File: src/rtl/brick_scan_detect.sv
// Sequential brick-field collision scanner: latches one ball on start, walks the bricks one per
// cycle, kills the first live brick it overlaps and reports its index and the face struck.
module brick_scan_detect #(
  parameter int COLS    = 8,
  parameter int ROWS    = 4,
  parameter int COORD_W = 10,
  parameter int R_W     = 6,
  parameter int X0      = 40,
  parameter int Y0      = 40,
  parameter int PITCH_X = 70,
  parameter int PITCH_Y = 24,
  parameter int HALF_W  = 32,
  parameter int HALF_H  = 10
) (
  input  logic                               clk,
  input  logic                               rst_n,
  input  logic                               start,
  input  logic [COORD_W-1:0]                 ball_x,
  input  logic [COORD_W-1:0]                 ball_y,
  input  logic [R_W-1:0]                     ball_r,
  input  logic                               load_all,
  output logic                               busy,
  output logic                               done,
  output logic                               hit,
  output logic [$clog2(COLS*ROWS)-1:0]       hit_idx,
  output logic [1:0]                         direction,
  output logic [COLS*ROWS-1:0]               alive,
  output logic [$clog2(COLS*ROWS+1)-1:0]     bricks_left
);

  localparam int N     = COLS * ROWS;
  localparam int IDX_W = $clog2(N);
  localparam int CNT_W = $clog2(N + 1);
  // Two guard bits so no sum of coordinate, radius and half-size can wrap.
  localparam int SUM_W = COORD_W + 2;

  localparam logic [1:0] DIR_UP    = 2'b00;
  localparam logic [1:0] DIR_RIGHT = 2'b01;
  localparam logic [1:0] DIR_DOWN  = 2'b10;
  localparam logic [1:0] DIR_LEFT  = 2'b11;

  typedef enum logic [1:0] {
    IDLE = 2'd0,
    SCAN = 2'd1,
    DONE = 2'd2
  } state_t;

  state_t             state_r;
  logic [IDX_W-1:0]   idx_r;
  logic [COORD_W-1:0] bx_r;
  logic [COORD_W-1:0] by_r;
  logic [R_W-1:0]     br_r;

  logic [IDX_W-1:0]   col_s;
  logic [IDX_W-1:0]   row_s;
  logic [SUM_W-1:0]   wx_s;
  logic [SUM_W-1:0]   wy_s;
  logic [SUM_W-1:0]   bx_s;
  logic [SUM_W-1:0]   by_s;
  logic [SUM_W-1:0]   r_s;
  logic [SUM_W-1:0]   h_s;
  logic [SUM_W-1:0]   hw_s;
  logic [SUM_W-1:0]   hh_s;
  logic               rx_s;
  logic               ry_s;
  logic               overlap_s;
  logic [1:0]         face_s;

  // Geometry of the brick under test against the latched ball: overlap and struck face.
  always_comb begin
    col_s  = IDX_W'(idx_r % COLS);
    row_s  = IDX_W'(idx_r / COLS);
    wx_s   = SUM_W'(X0) + SUM_W'(col_s) * SUM_W'(PITCH_X);
    wy_s   = SUM_W'(Y0) + SUM_W'(row_s) * SUM_W'(PITCH_Y);
    bx_s   = SUM_W'(bx_r);
    by_s   = SUM_W'(by_r);
    r_s    = SUM_W'(br_r);
    h_s    = r_s >> 1;
    hw_s   = SUM_W'(HALF_W);
    hh_s   = SUM_W'(HALF_H);
    rx_s   = (bx_s < r_s + wx_s + hw_s) && (bx_s + r_s + hw_s >= wx_s);
    ry_s   = (by_s < r_s + wy_s + hh_s) && (by_s + r_s + hh_s >= wy_s);
    overlap_s = rx_s && ry_s && alive[idx_r];
    if ((bx_s < wx_s) && (bx_s + h_s + hw_s < wx_s)) begin
      face_s = DIR_LEFT;
    end else if ((bx_s > wx_s) && (bx_s > h_s + wx_s + hw_s)) begin
      face_s = DIR_RIGHT;
    end else if (by_s < wy_s) begin
      face_s = DIR_UP;
    end else begin
      face_s = DIR_DOWN;
    end
  end

  // Scan FSM, brick mask and result registers; load_all overrides everything but reset.
  always_ff @(posedge clk) begin
    if (!rst_n) begin
      state_r     <= IDLE;
      idx_r       <= {IDX_W{1'b0}};
      bx_r        <= {COORD_W{1'b0}};
      by_r        <= {COORD_W{1'b0}};
      br_r        <= {R_W{1'b0}};
      busy        <= 1'b0;
      done        <= 1'b0;
      hit         <= 1'b0;
      hit_idx     <= {IDX_W{1'b0}};
      direction   <= DIR_UP;
      alive       <= {N{1'b1}};
      bricks_left <= CNT_W'(N);
    end else if (load_all) begin
      state_r     <= IDLE;
      busy        <= 1'b0;
      done        <= 1'b0;
      alive       <= {N{1'b1}};
      bricks_left <= CNT_W'(N);
    end else begin
      case (state_r)
        IDLE: begin
          done <= 1'b0;
          if (start) begin
            bx_r    <= ball_x;
            by_r    <= ball_y;
            br_r    <= ball_r;
            idx_r   <= {IDX_W{1'b0}};
            busy    <= 1'b1;
            state_r <= SCAN;
          end
        end
        SCAN: begin
          if (overlap_s) begin
            hit            <= 1'b1;
            hit_idx        <= idx_r;
            direction      <= face_s;
            alive[idx_r]   <= 1'b0;
            bricks_left    <= bricks_left - CNT_W'(1);
            busy           <= 1'b0;
            done           <= 1'b1;
            state_r        <= DONE;
          end else if (idx_r == IDX_W'(N - 1)) begin
            hit     <= 1'b0;
            busy    <= 1'b0;
            done    <= 1'b1;
            state_r <= DONE;
          end else begin
            idx_r <= idx_r + IDX_W'(1);
          end
        end
        DONE: begin
          done    <= 1'b0;
          busy    <= 1'b0;
          state_r <= IDLE;
        end
        default: begin
          busy    <= 1'b0;
          done    <= 1'b0;
          state_r <= IDLE;
        end
      endcase
    end
  end

endmodule
File: config.mk
export PLATFORM = sky130hd
export DESIGN_NAME = brick_scan_detect
export DESIGN_NICKNAME = d
export VERILOG_FILES = /design/src/rtl/brick_scan_detect.sv
export SDC_FILE = /design/constraint.sdc
export NUM_CORES = 1
export LEC_CHECK = 0
export ABC_CLOCK_PERIOD_IN_PS = 5700
export CAP_MARGIN = 20
export CELL_PAD_IN_SITES_DETAIL_PLACEMENT = 1
export CELL_PAD_IN_SITES_GLOBAL_PLACEMENT = 2
export CORE_MARGIN = 2
export CORE_UTILIZATION = 35
export CTS_CLUSTER_DIAMETER = 100
export DETAILED_ROUTE_END_ITERATION = 8
export MAX_ROUTING_LAYER = met4
export PLACE_DENSITY = 0.81
export SETUP_SLACK_MARGIN = 0.3
export SLEW_MARGIN = 20
export SYNTH_ARGS = -nofsm -noshare
export SYNTH_HDL_FRONTEND = slang
export SYNTH_SLANG_ARGS = --single-unit
export TNS_END_PERCENT = 100
File: constraint.sdc
create_clock -name clk -period 5.7 [get_ports clk]
set_input_delay 1.14 -clock clk [delete_from_list [all_inputs] [get_ports clk]]
set_output_delay 1.14 -clock clk [all_outputs]
set_load 0.01 [all_outputs]
==> flow_summary.ini <==
[critical_path]
critPathRequiredTime_ps = 5910
r2r_cells = 19
worst-setup-path-type = flip-flop to flip-flop
crit_path_end_kind = flip-flop
arrival_ps = 4940
worstSetupStartpointType = flip-flop
critPathMaxFanout = 32

[place]
post-place-ws_ps = 978.1
io_buffers = 77
hpwlAfterDp_microns = 16590
place.gp.congestion = 0.8391

[power]
peakVddDrop_uv = 133.4
power.density_mw_per_mm2 = 174.1
cellLeakagePower_nw = 3.487

[logic_synthesis]
synth-async-reset-ratio_pct = 0
synth_cells = 808
synth_top_area_cell = ha_1
yosysTopAreaCellShare_pct = 24.39
syn_area_sq_mm = 0.006771
synth_cell_types = 63
synth_seq_cells = 80
synth-seq-area-share_pct = 23.65
synth_area_leaders = ha_1, dfxtp_1, nand2_1, xnor2_1, o21ai_0
yosys_warnings = 0
avgSynthCellArea_sq_um = 8.381
ys.flop_type = dfxtp_1
synth_fp_nets = 975
synth_edf_count = 0

[hold_path]
holdPathStages = 2
hold_class = flip-flop to flip-flop

[layout]
multi_input_area_sq_mm = 0.004856
area_growth_pct = 20.12
nFillCells = 2236
nets = 1045
regArea_sq_mm = 0.001602
drive_above_1_share_pct = 5.210
diodes = 0

[sta]
hold_violations = 0
setup_viol = 0
drv_slew = 0
finalCritPeriodShare_pct = 82.98
max_freq_ghz = 0.2114
setup_ws_ps = 970.3
worstMarginPinSlew_ps = 937.6
tns_ps = 0
rsz0062_at_grt = no
fin_skew_ps = 8.426
period_needed_ps = 4730
fin_hold_ws_ps = 484.3
relSlewSlack_pct = 37.22

[cts]
cts_tree = built
cts_root_buf = clkbuf_16
hold_buffers = 0
post-cts-setup-buffer-count = 0
clock_path_buffers = 2
h-tree-depth = 3
clkLatencyLatePin_ps = 350
cts_resized = 0
cts_sinks = 80
cts_made_buffers = 9
cts.clk_slew.worst_paths_ps = 70

[routing]
routedWlPerCell_microns = 18.51
drt_iter0_drc = 265
ant_nets = 0
routed_via_density = 5.325
num_vias = 6087
remaining_drc_errors = 0
dr.pass1.iters = 4
wirelength_microns = 21150

[grt]
gr-usage-all-layers_pct = 21.67
grt_pass1_wl_microns = 33750
grt_max_degree = 45
overflow = 0
grt_pass1_vias = 6333
antenna_found_initial = 0

[outcome]
outcome = finished, final reports clean

[run]
maxCapViolCount = 0

[floorplan]
start_util_pct = 35.96
rows = 50
design.die.area_sq_mm = 0.02048
ioPinCount = 78
die_w_microns = 143.1
die_h_microns = 143.1
coreArea_sq_mm = 0.01883
## routing by layer
layer	part of all wire [%]	global-route usage [%]	vias to the layer above	routed length, microns
met4	1.9	6.774	0	410
met1	46	27.46	2985	9740
li1	-	-	2988	-
met5	0	-	-	0
met2	49	36.59	85	10420
met3	2.8	1.911	29	583
## cell usage in the layout (no fill, tap or decap), types with 14 or more instances in the layout
cell type / count
a21boi_0: 32
a21o_1: 14
a21oi_1: 31
buf_4: 15
clkdlybuf4s50_1: 77
dfxtp_1: 80
ha_1: 132
inv_1: 50
nand2_1: 121
nand3_1: 34
nor2_1: 33
nor2b_1: 19
o21ai_0: 50
xnor2_1: 33
xor2_1: 14
## state kept, by name (all words and copies together), names as in the netlist
name         flops
alive           32
br_r             6
bricks_left      6
bx_r            10
by_r            10
direction        2
done             1
hit              1
hit_idx          5
idx_r            5
state_r          2
## critical path: stages (launching register included)
cell and delay [ps]:
dfxtp_1 330, buf_4 200, ha_1 320, xor2_1 300
ha_1 330, ha_1 310, a21o_1 180, a21o_1 200
a21o_1 180, a21oi_1 210, nor3_1 80, xor2_1 170
ha_1 330, o211ai_1 100, a32oi_1 190, nor3_2 380
nand2_1 190, buf_4 270, o21ai_0 230, nand2_1 80
## area by class of cell
type                            count  share of cell area, %
Inverter                           50                  2.307
Clock inverter                      7                 0.6768
Sequential cell                    80                  19.69
Timing Repair Buffer               92                  10.86
Clock buffer                        9                  2.769
Multi-Input combinational cell    645                  59.70
Tap cell                          260                  3.999
## synth_stat cells (5+ instances only)
| library cell | instances |
|---|---|
| nor3_1 | 12 |
| inv_1 | 50 |
| ha_1 | 132 |
| o22ai_1 | 5 |
| mux2i_1 | 12 |
| nor2b_1 | 20 |
| a21boi_0 | 32 |
| clkbuf_1 | 23 |
| xor2_1 | 14 |
| o21a_1 | 8 |
| o211ai_1 | 6 |
| a21o_1 | 14 |
| xnor2_1 | 33 |
| fa_1 | 5 |
| a211oi_1 | 5 |
| nor2_1 | 33 |
| nand2_1 | 121 |
| and3_1 | 5 |
| nand2b_1 | 8 |
| nand4_1 | 8 |
| a21oi_1 | 31 |
| o21bai_1 | 5 |
| nand3_1 | 35 |
| dfxtp_1 | 80 |
| o21ai_0 | 50 |
## stage by stage
| step | instance area (sq um) | power, mW | util [%] | cells |
|---|---|---|---|---|
| 2_1_floorplan | 6771 | 0.7708 | - | 808 |
| 3_3_place_gp | 7844 | 0.8526 | 41.65 | 1127 |
| 3_5_place_dp | 7854 | 0.8672 | 41.71 | 1127 |
| 4_1_cts | 8134 | 1.435 | 43.20 | 1143 |
| 5_1_grt | 8134 | 1.487 | 43.20 | 1143 |
| 6_report | 8134 | 1.416 | 43.20 | 1143 |
## cells by family (layout without fill, tap and decap cells)
| family | Yosys count | after routing | share of synthesized area [%] |
|---|---|---|---|
| AO/OA/AOI/OAI | 186 | 186 | 18.46 |
| XOR/XNOR | 47 | 47 | 6.079 |
| adder cells (fa/ha/maj) | 138 | 138 | 26.02 |
| buffers and inverters | 83 | 158 | 4.896 |
| flip-flops | 80 | 80 | 23.65 |
| multiplexers | 19 | 19 | 3.603 |
| AND/OR/NAND/NOR | 255 | 255 | 17.30 |
## power by group
part / internal [mW] / switching, mW
clock: 0.300 / 0.260
sequential: 0.569 / 0.0209
combinational: 0.121 / 0.145
total: 0.990 / 0.426
## worst paths after layout
path | startpoint | end | slack, ps
worst max-delay path | idx_r[1] | alive[4] | 970
worst min-delay path | alive[1] | alive[1] | 480
worst max register to register | idx_r[1] | alive[4] | 970
worst min register to register | alive[1] | alive[1] | 480
(Power assumes the default switching activity.)
